<file path="src/rtl/track_section_arbiter_if.sv">
// Signal bundle between the shared-section arbiter and the trackside equipment.
// The slave modport faces the arbiter; the master modport faces sensors and operator.
interface track_section_arbiter_if;
    logic [2:0] REQ;
    logic       EXIT;
    logic       FAULT_ACK;
    logic [2:0] GO;
    logic [1:0] SW;
    logic       BUSY;
    logic       FAULT;

    modport master (
        output REQ, EXIT, FAULT_ACK,
        input  GO, SW, BUSY, FAULT
    );

    modport slave (
        input  REQ, EXIT, FAULT_ACK,
        output GO, SW, BUSY, FAULT
    );
endinterface

</file>
<file path="src/rtl/track_section_arbiter.sv">
// Round-robin arbiter granting one of three trains access to a single shared track section,
// with switch settling, post-exit hold-off and an occupancy timeout that latches a fault.
module track_section_arbiter #(
    parameter int SETTLE_CYCLES  = 8,
    parameter int CLEAR_CYCLES   = 4,
    parameter int TIMEOUT_CYCLES = 1024
) (
    input  logic                    Clock,
    input  logic                    RESET,
    track_section_arbiter_if.slave  bus
);

    localparam logic [2:0] IDLE  = 3'd0;
    localparam logic [2:0] ROUTE = 3'd1;
    localparam logic [2:0] GRANT = 3'd2;
    localparam logic [2:0] CLEAR = 3'd3;
    localparam logic [2:0] FAULT = 3'd4;

    // One shared counter serves all three timed states; 16 bits covers the largest legal limit.
    localparam logic [15:0] SETTLE_LAST  = 16'(SETTLE_CYCLES - 1);
    localparam logic [15:0] CLEAR_LAST   = 16'(CLEAR_CYCLES - 1);
    localparam logic [15:0] TIMEOUT_LAST = 16'(TIMEOUT_CYCLES - 1);

    logic [2:0]  state_q, state_d;
    logic [1:0]  winner_q, winner_d;
    logic [1:0]  last_q, last_d;
    logic [15:0] cnt_q, cnt_d;
    logic [2:0]  go_q, go_d;
    logic [1:0]  sw_q, sw_d;
    logic        busy_q, busy_d;
    logic        fault_q, fault_d;
    logic [1:0]  pick;

    // Search begins just after the last completed grant; the lowest offset with a request wins.
    always_comb begin
        logic [1:0] start;
        int         idx;
        start = (last_q == 2'd2) ? 2'd0 : last_q + 2'd1;
        pick  = start;
        for (int i = 2; i >= 0; i--) begin
            idx = (int'(start) + i) % 3;
            if (bus.REQ[idx]) pick = 2'(idx);
        end
    end

    always_comb begin
        state_d  = state_q;
        winner_d = winner_q;
        last_d   = last_q;
        cnt_d    = cnt_q;
        sw_d     = sw_q;
        case (state_q)
            IDLE: begin
                if (|bus.REQ) begin
                    winner_d = pick;
                    sw_d     = pick;
                    cnt_d    = 16'd0;
                    state_d  = ROUTE;
                end
            end
            ROUTE: begin
                if (!bus.REQ[winner_q]) begin
                    cnt_d   = 16'd0;
                    state_d = IDLE;
                end else if (cnt_q == SETTLE_LAST) begin
                    cnt_d   = 16'd0;
                    state_d = GRANT;
                end else begin
                    cnt_d = cnt_q + 16'd1;
                end
            end
            GRANT: begin
                // Exit is checked first so a train leaving on the final cycle is not faulted.
                if (bus.EXIT) begin
                    last_d  = winner_q;
                    cnt_d   = 16'd0;
                    state_d = CLEAR;
                end else if (cnt_q == TIMEOUT_LAST) begin
                    cnt_d   = 16'd0;
                    state_d = FAULT;
                end else begin
                    cnt_d = cnt_q + 16'd1;
                end
            end
            CLEAR: begin
                if (cnt_q == CLEAR_LAST) begin
                    cnt_d   = 16'd0;
                    state_d = IDLE;
                end else begin
                    cnt_d = cnt_q + 16'd1;
                end
            end
            FAULT: begin
                if (bus.FAULT_ACK) state_d = IDLE;
            end
            default: begin
                cnt_d   = 16'd0;
                state_d = IDLE;
            end
        endcase

        go_d    = (state_d == GRANT) ? (3'b001 << winner_d) : 3'b000;
        busy_d  = (state_d != IDLE);
        fault_d = (state_d == FAULT);
    end

    always_ff @(posedge Clock) begin
        if (RESET) begin
            state_q  <= IDLE;
            winner_q <= 2'd0;
            last_q   <= 2'd2;
            cnt_q    <= 16'd0;
            go_q     <= 3'b000;
            sw_q     <= 2'd0;
            busy_q   <= 1'b0;
            fault_q  <= 1'b0;
        end else begin
            state_q  <= state_d;
            winner_q <= winner_d;
            last_q   <= last_d;
            cnt_q    <= cnt_d;
            go_q     <= go_d;
            sw_q     <= sw_d;
            busy_q   <= busy_d;
            fault_q  <= fault_d;
        end
    end

    assign bus.GO    = go_q;
    assign bus.SW    = sw_q;
    assign bus.BUSY  = busy_q;
    assign bus.FAULT = fault_q;

endmodule

</file>
<file path="src/flat_wrapper.sv">
// flat-port wrapper written by rule: the top's interface ports become plain ports
module track_section_arbiter_flat 
#(
    parameter int SETTLE_CYCLES  = 8,
    parameter int CLEAR_CYCLES   = 4,
    parameter int TIMEOUT_CYCLES = 1024
)
  (Clock, RESET, bus_REQ, bus_EXIT, bus_FAULT_ACK, bus_GO, bus_SW, bus_BUSY, bus_FAULT);
  track_section_arbiter_if bus_i ();
  input  logic Clock;
  input  logic RESET;
  input wire logic [$bits(bus_i.REQ)-1:0] bus_REQ;
  input wire logic [$bits(bus_i.EXIT)-1:0] bus_EXIT;
  input wire logic [$bits(bus_i.FAULT_ACK)-1:0] bus_FAULT_ACK;
  output wire logic [$bits(bus_i.GO)-1:0] bus_GO;
  output wire logic [$bits(bus_i.SW)-1:0] bus_SW;
  output wire logic [$bits(bus_i.BUSY)-1:0] bus_BUSY;
  output wire logic [$bits(bus_i.FAULT)-1:0] bus_FAULT;
  assign bus_i.REQ = bus_REQ;
  assign bus_i.EXIT = bus_EXIT;
  assign bus_i.FAULT_ACK = bus_FAULT_ACK;
  assign bus_GO = bus_i.GO;
  assign bus_SW = bus_i.SW;
  assign bus_BUSY = bus_i.BUSY;
  assign bus_FAULT = bus_i.FAULT;
  track_section_arbiter #(.SETTLE_CYCLES(SETTLE_CYCLES), .CLEAR_CYCLES(CLEAR_CYCLES), .TIMEOUT_CYCLES(TIMEOUT_CYCLES)) u_core (.Clock(Clock), .RESET(RESET), .bus(bus_i));
endmodule
</file>
<file path="config.mk">
export PLATFORM = sky130hd
export DESIGN_NAME = track_section_arbiter_flat
export DESIGN_NICKNAME = d
export VERILOG_FILES = /design/src/rtl/track_section_arbiter_if.sv /design/src/rtl/track_section_arbiter.sv /design/src/flat_wrapper.sv
export SDC_FILE = /design/constraint.sdc
export NUM_CORES = 1
export LEC_CHECK = 0
export CAP_MARGIN = 5
export CORE_MARGIN = 4
export CORE_UTILIZATION = 40
export DETAILED_ROUTE_END_ITERATION = 7
export SLEW_MARGIN = 15
export SYNTH_ARGS = -nofsm -noshare
export SYNTH_HDL_FRONTEND = slang
export SYNTH_SLANG_ARGS = --single-unit
</file>
<file path="constraint.sdc">
create_clock -name Clock -period 4.4 [get_ports Clock]
set_input_delay 0.44 -clock Clock [delete_from_list [all_inputs] [get_ports Clock]]
set_output_delay 0.44 -clock Clock [all_outputs]
set_load 0.01 [all_outputs]
</file>
**Word-level counts from Yosys, hierarchy flattened**

Cells that the tools add are included.

- Add/sub/neg operators: 4
- Divide/modulo/power cells: 3
- $lt $le $gt $ge: 4
- Eq/ne operators: 11
- Shift operators: 1
- Muxes and demuxes: 32
- Bitwise logic cells: 2
- Reduce and logical (&&, ||, !) cells: 7

Operator list:

| cell | number |
|---|---|
| less-than comparator 32 x 4 -> 1 bit (second input constant) | 3 |
| 2-to-1 mux 16 bit | 6 |
| case mux 16 bit (5 select lines) | 1 |
| modulo 32 x 3 -> 32 bit (second input constant) | 2 |
| modulo 3 x 3 -> 32 bit (second input constant) | 1 |
| 2-to-1 mux 3 bit | 7 |
| adder 16 x 1 -> 16 bit (second input constant) | 1 |
| equality test 16 x 10 -> 1 bit (second input constant) | 1 |
| equality test 16 x 2 -> 1 bit (second input constant) | 1 |
| equality test 16 x 3 -> 1 bit (second input constant) | 1 |
| case mux 3 bit (5 select lines) | 1 |
| 2-to-1 mux 2 bit | 6 |
| equality test 3 x 2 -> 1 bit (second input constant) | 3 |
| binary-select mux 1 bit (select 2 bit) | 4 |
| 2-to-1 mux 1 bit | 7 |
| equality test 3 bit (second input constant) | 2 |
| AND reduction 2 bit | 3 |
| adder 2 x 1 -> 3 bit (second input constant) | 1 |
| adder 2 x 2 -> 3 bit (second input constant) | 1 |
| equality test 3 x 1 -> 1 bit (second input constant) | 1 |
| zero test 3 bit | 1 |
| less-than comparator 2 x 3 -> 1 bit (second input constant) | 1 |
| nonzero test 3 bit | 1 |
| OR reduction 3 bit | 1 |
| other kinds (6) | 7 |

- Register bits after elaboration: 30
- Word-level logic and storage cells: 72

**Logic depth before layout (Yosys ltp)**

- Depth in word-level cells: 13
- Mapped depth: 9

**Least setup slack after synthesis**

No wires, ideal clock.

- Kind: register to register
- From: register u_core.cnt_q[0]
- To: register u_core.cnt_q[2]
- Setup time: 0.121 ns
- Arrival: 1.838 ns
- Required time: 4.279 ns
- Slack: 2.441 ns
- Stages on the path, launching flop included: 10
- Path buffers: 2
- Period minus slack after synthesis: 1.959 ns
- Cells stage by stage: dfxtp_1 -> ha_1 -> nand3_1 -> or3_1 -> buf_6 -> o21ai_4 -> a31oi_4 -> buf_6 -> a22oi_2 -> o21ai_1

- Cells in the longest elaborated chain, start to end: 4

RTL lines:

| what | line | RTL |
|---|---|---|
| start, declared | track_section_arbiter.sv:27 | `logic [15:0] cnt_q, cnt_d;` |
| start signal, assigned | track_section_arbiter.sv:121 | `cnt_q <= cnt_d;` |
| adder 16 x 1 -> 16 bit (tied with other cells) | track_section_arbiter.sv:69, track_section_arbiter.sv:82, track_section_arbiter.sv:90 |  |
| 2-to-1 mux 16 bit, on equally long branches | track_section_arbiter.sv:78, track_section_arbiter.sv:65 |  |
| 2-to-1 mux 16 bit, on equally long branches | track_section_arbiter.sv:74, track_section_arbiter.sv:62 |  |
| case mux 16 bit (5 select lines) (*) | track_section_arbiter.sv:52 | `case (state_q)` |

Every way passes the cells marked *; elsewhere a longest branch is shown, timed or not.
A chain may end at the register's enable or synchronous reset.

**Worst setup path after layout**

- From: register u_core.cnt_q[0]
- To: register u_core.cnt_q[6]

Same word-level chain as after synthesis.

==> results.txt <==
The clock transition at the registers of the reported paths came out at 0.06 ns. The net count after synthesis is 194. The share of final-layout standard cells stronger than drive strength 1 came out at around 8%. The share of the core filled with cells in the final layout is 48.15%. The via count of the first global-routing pass is between 1000 and 1500.

The clock passes through at most 2 buffers. The fraction of registers with async set or reset after synthesis came out at 0%. The signal arrival time at the worst endpoint is approximately 2.5 ns. Setup repair after global routing left no endpoint under its margin. The pin count of the biggest net entering global routing is 18. The wire length after detailed routing came out at between 3 and 4 mm.

For the worst setup path, the data required time is 4.57 ns. The min-delay analysis places its worst path in the category reg -> reg. The overall global routing resource usage came out at around 14%. In the post-synthesis netlist, the biggest area contributors are sky130_fd_sc_hd__dfxtp_1, sky130_fd_sc_hd__nor2_1, sky130_fd_sc_hd__nand2_1. The total standard cell area after synthesis is around 1600 sq um. The relative slew slack came out at 34.99%. Averaged over all synthesized cells, the footprint is 8.388 sq um. The total chip power is ~0.58 mW. The clock latency on the worst-skew pair came out at between 0.2 and 0.3 ns. The clock tree from TritonCTS is yes. Clock tree synthesis inserted a total of 5 buffers.

sky130_fd_sc_hd__dfxtp_1 takes more of the synthesized area than any other cell. For this design the top-level I/O count stands at 14. The worst hold path startpoint is u_core.bus.SW[0]. The final critical-path required period is 2.345 ns.

The signal on the critical path passes through ha_1 > nor4b_1 > nand4_1 > o211ai_1 > a31oi_4 > a21o_1 > a22o_1. The number of max-cap violations is 0. The H-tree was split into 2 levels. The initial utilization of the core area, before any placement, comes to 41.99%.

The number of standard cells after synthesis came out at 186. The highest net fanout along the worst path came out at 17. The row count is 22. The overall die height is 70.46 um. The share of the synthesized area in the top cell type is around two fifths. The worst clock skew came out at 0.003454 ns. The hold violation count in the final report is 0. The overall die area is around 5000 sq um. The commonest cells after synthesis are sky130_fd_sc_hd__dfxtp_1, sky130_fd_sc_hd__nor2_1, sky130_fd_sc_hd__nand2_1, sky130_fd_sc_hd__o21ai_0, sky130_fd_sc_hd__nand3_1.

The number of clock sinks came out at 30. The number of failing setup endpoints in the final timing report came out at 0. The post-route worst hold slack is 0.4986 ns. Derived from the worst setup path, the maximum achievable clock frequency is 426.5 MHz. In the synthesized netlist the dominant register cell turns out to be sky130_fd_sc_hd__dfxtp_1. The routed length per placed instance is 13.94 um. The final design area excluding fillers came out at 1789 sq um.

The clock root buffer is sky130_fd_sc_hd__clkbuf_8. The final number of max-transition violations is 0. The sequential-to-total area share from yosys stat came out at 38.49%. The vias after detailed routing is 1448. The run finished with clean final reports.

The unique cell type count in the Yosys netlist is 47. The final weighted congestion in routability-driven placement came out at between 0.9 and 1. The cell count after placement is roughly 240. The overall die width is approximately 70 um. The leakage power summed over all cells came out at 0.6320 nW. The final layout contains 208 nets. The worst setup path is captured at a register. The worst setup slack after placement is 1.805 ns. The ratio of final minimum period to clock period is 53.29%.

The number of remaining DRC errors came out at 0. The most critical setup path has its startpoint at u_core.cnt_q[0]. The number of nets with antenna violations after routing came out at 0.

The total grt overflow came out at 0. For this block, the initial DRC count from the detailed router was 178. The diode insertion count for antenna repair came out at 0.

The total negative slack is 0 ns. The most common cell in the synthesized netlist is sky130_fd_sc_hd__dfxtp_1. The critical path class is reg -> reg.

STA classifies the critical path startpoint as a register. The number of cells upsized or downsized after cts came out at 0. Counting flops and latches in the post-synthesis netlist gives 30. The power density over cell area is 325.8 nW/um^2. The slowest stage cell on the critical path is sky130_fd_sc_hd__dfxtp_1.

Once routing completed, OpenROAD measured the worst setup slack at between 2 and 2.5 ns. The startpoint of the most critical register-to-register path is u_core.cnt_q[0]. The final standard cell count with taps included and fillers excluded came out at 249. The core region is 3716 sq um. The total setup buffers inserted after CTS is 0. The quantity of I/O buffers inserted on ports came out at 13.

Dividing the detail-routed via count by the number of cells gives around 5.8. The first global-routing pass estimated 5.782 mm of wire. The pre-antenna-repair detailed-routing pass consisted of 4 iterations.

The quantity of hold-fixing buffers added after cts came out at 0. The biggest cell delay along the critical path is around 0.4 ns. The cell area reported after detailed placement came out at 1698 sq um. Counting flops with a built-in enable in the synthesized netlist gives 0.

The worst-margin pin slew is 0.9716 ns. The HPWL after detailed placement is 2.510 mm. The area growth from synthesis to layout is 14.68%. The highest ir drop seen on vdd came out at 0.0001707 V. The synthesis warning total came out at 0. The initial antenna violation count is 0.
cell type report:
class / instances / area (sq um)
flip-flops and latches: 30 / 600.6
well taps: 48 / 60.06
repair buffers: 13 / 130.1
inverters: 5 / 18.77
clock buffers: 7 / 86.33
fillers: 378 / 1927
multi-input cells: 145 / 888.4
clock inverters: 1 / 5.005
layer usage:
layer | up-vias | wire length, um | global-route usage (%)
met5 | - | 0 | 0
li1 | 716 | - | -
met1 | 676 | 1709 | 18.81
met2 | 47 | 1520 | 21.83
met4 | 0 | 51 | 6.170
met3 | 9 | 190 | 3.741
critical path: cells and delay by family (launching register included):
kind | cells | cell delay [ns]
compound gates | 4 | 1.05
fa+ha+maj | 1 | 0.24
simple gates | 2 | 0.56
flops | 1 | 0.39
power breakdown:
part / internal, mW / leakage (nW) / total [mW] / switching (mW)
combinational: 0.0301 / 0.340 / 0.0695 / 0.0394
sequential: 0.279 / 0.243 / 0.287 / 0.00777
clock: 0.126 / 0.0482 / 0.226 / 0.101
registers in the layout, indices dropped and copies added (netlist names):
signal / cells
u_core.cnt_q: 16
u_core.bus.GO: 3
u_core.state_q: 3
u_core.bus.SW: 2
u_core.last_q: 2
u_core.winner_q: 2
u_core.bus.BUSY: 1
u_core.bus.FAULT: 1
cells by family after synthesis:
family | count (synthesis) | share of synthesized area, %
xor+xnor | 3 | 1.684
fa+ha+maj | 1 | 0.8018
buf+inv | 11 | 4.571
mux | 3 | 1.925
flops | 30 | 38.49
simple gates | 90 | 28.15
compound gates | 48 | 24.38
placed cells by master (no fill, tap or decap), drive strengths merged, types with 3 or more instances in the layout:
cell type | synthesis | routed
a21o | 3 | 3
a22o | 3 | 3
a311oi | 4 | 4
clkbuf | 2 | 7
clkdlybuf4s50 | 0 | 13
dfxtp | 30 | 30
inv | 5 | 5
mux2i | 3 | 3
nand2 | 22 | 22
nand2b | 3 | 3
nand3 | 11 | 11
nand4 | 6 | 6
nor2 | 26 | 26
nor2b | 3 | 3
nor3 | 3 | 3
nor3b | 3 | 3
o21ai | 17 | 17
o311ai | 6 | 6
worst paths after layout:
check,to,slack [ns],cells past startpoint
setup / recovery,u_core.cnt_q[6],2.06,7
hold reg to reg,u_core.bus.SW[0],0.50,2
setup reg to reg,u_core.cnt_q[6],2.06,7
hold / removal,u_core.bus.SW[0],0.50,2
Power figures use the tool's default switching activity.
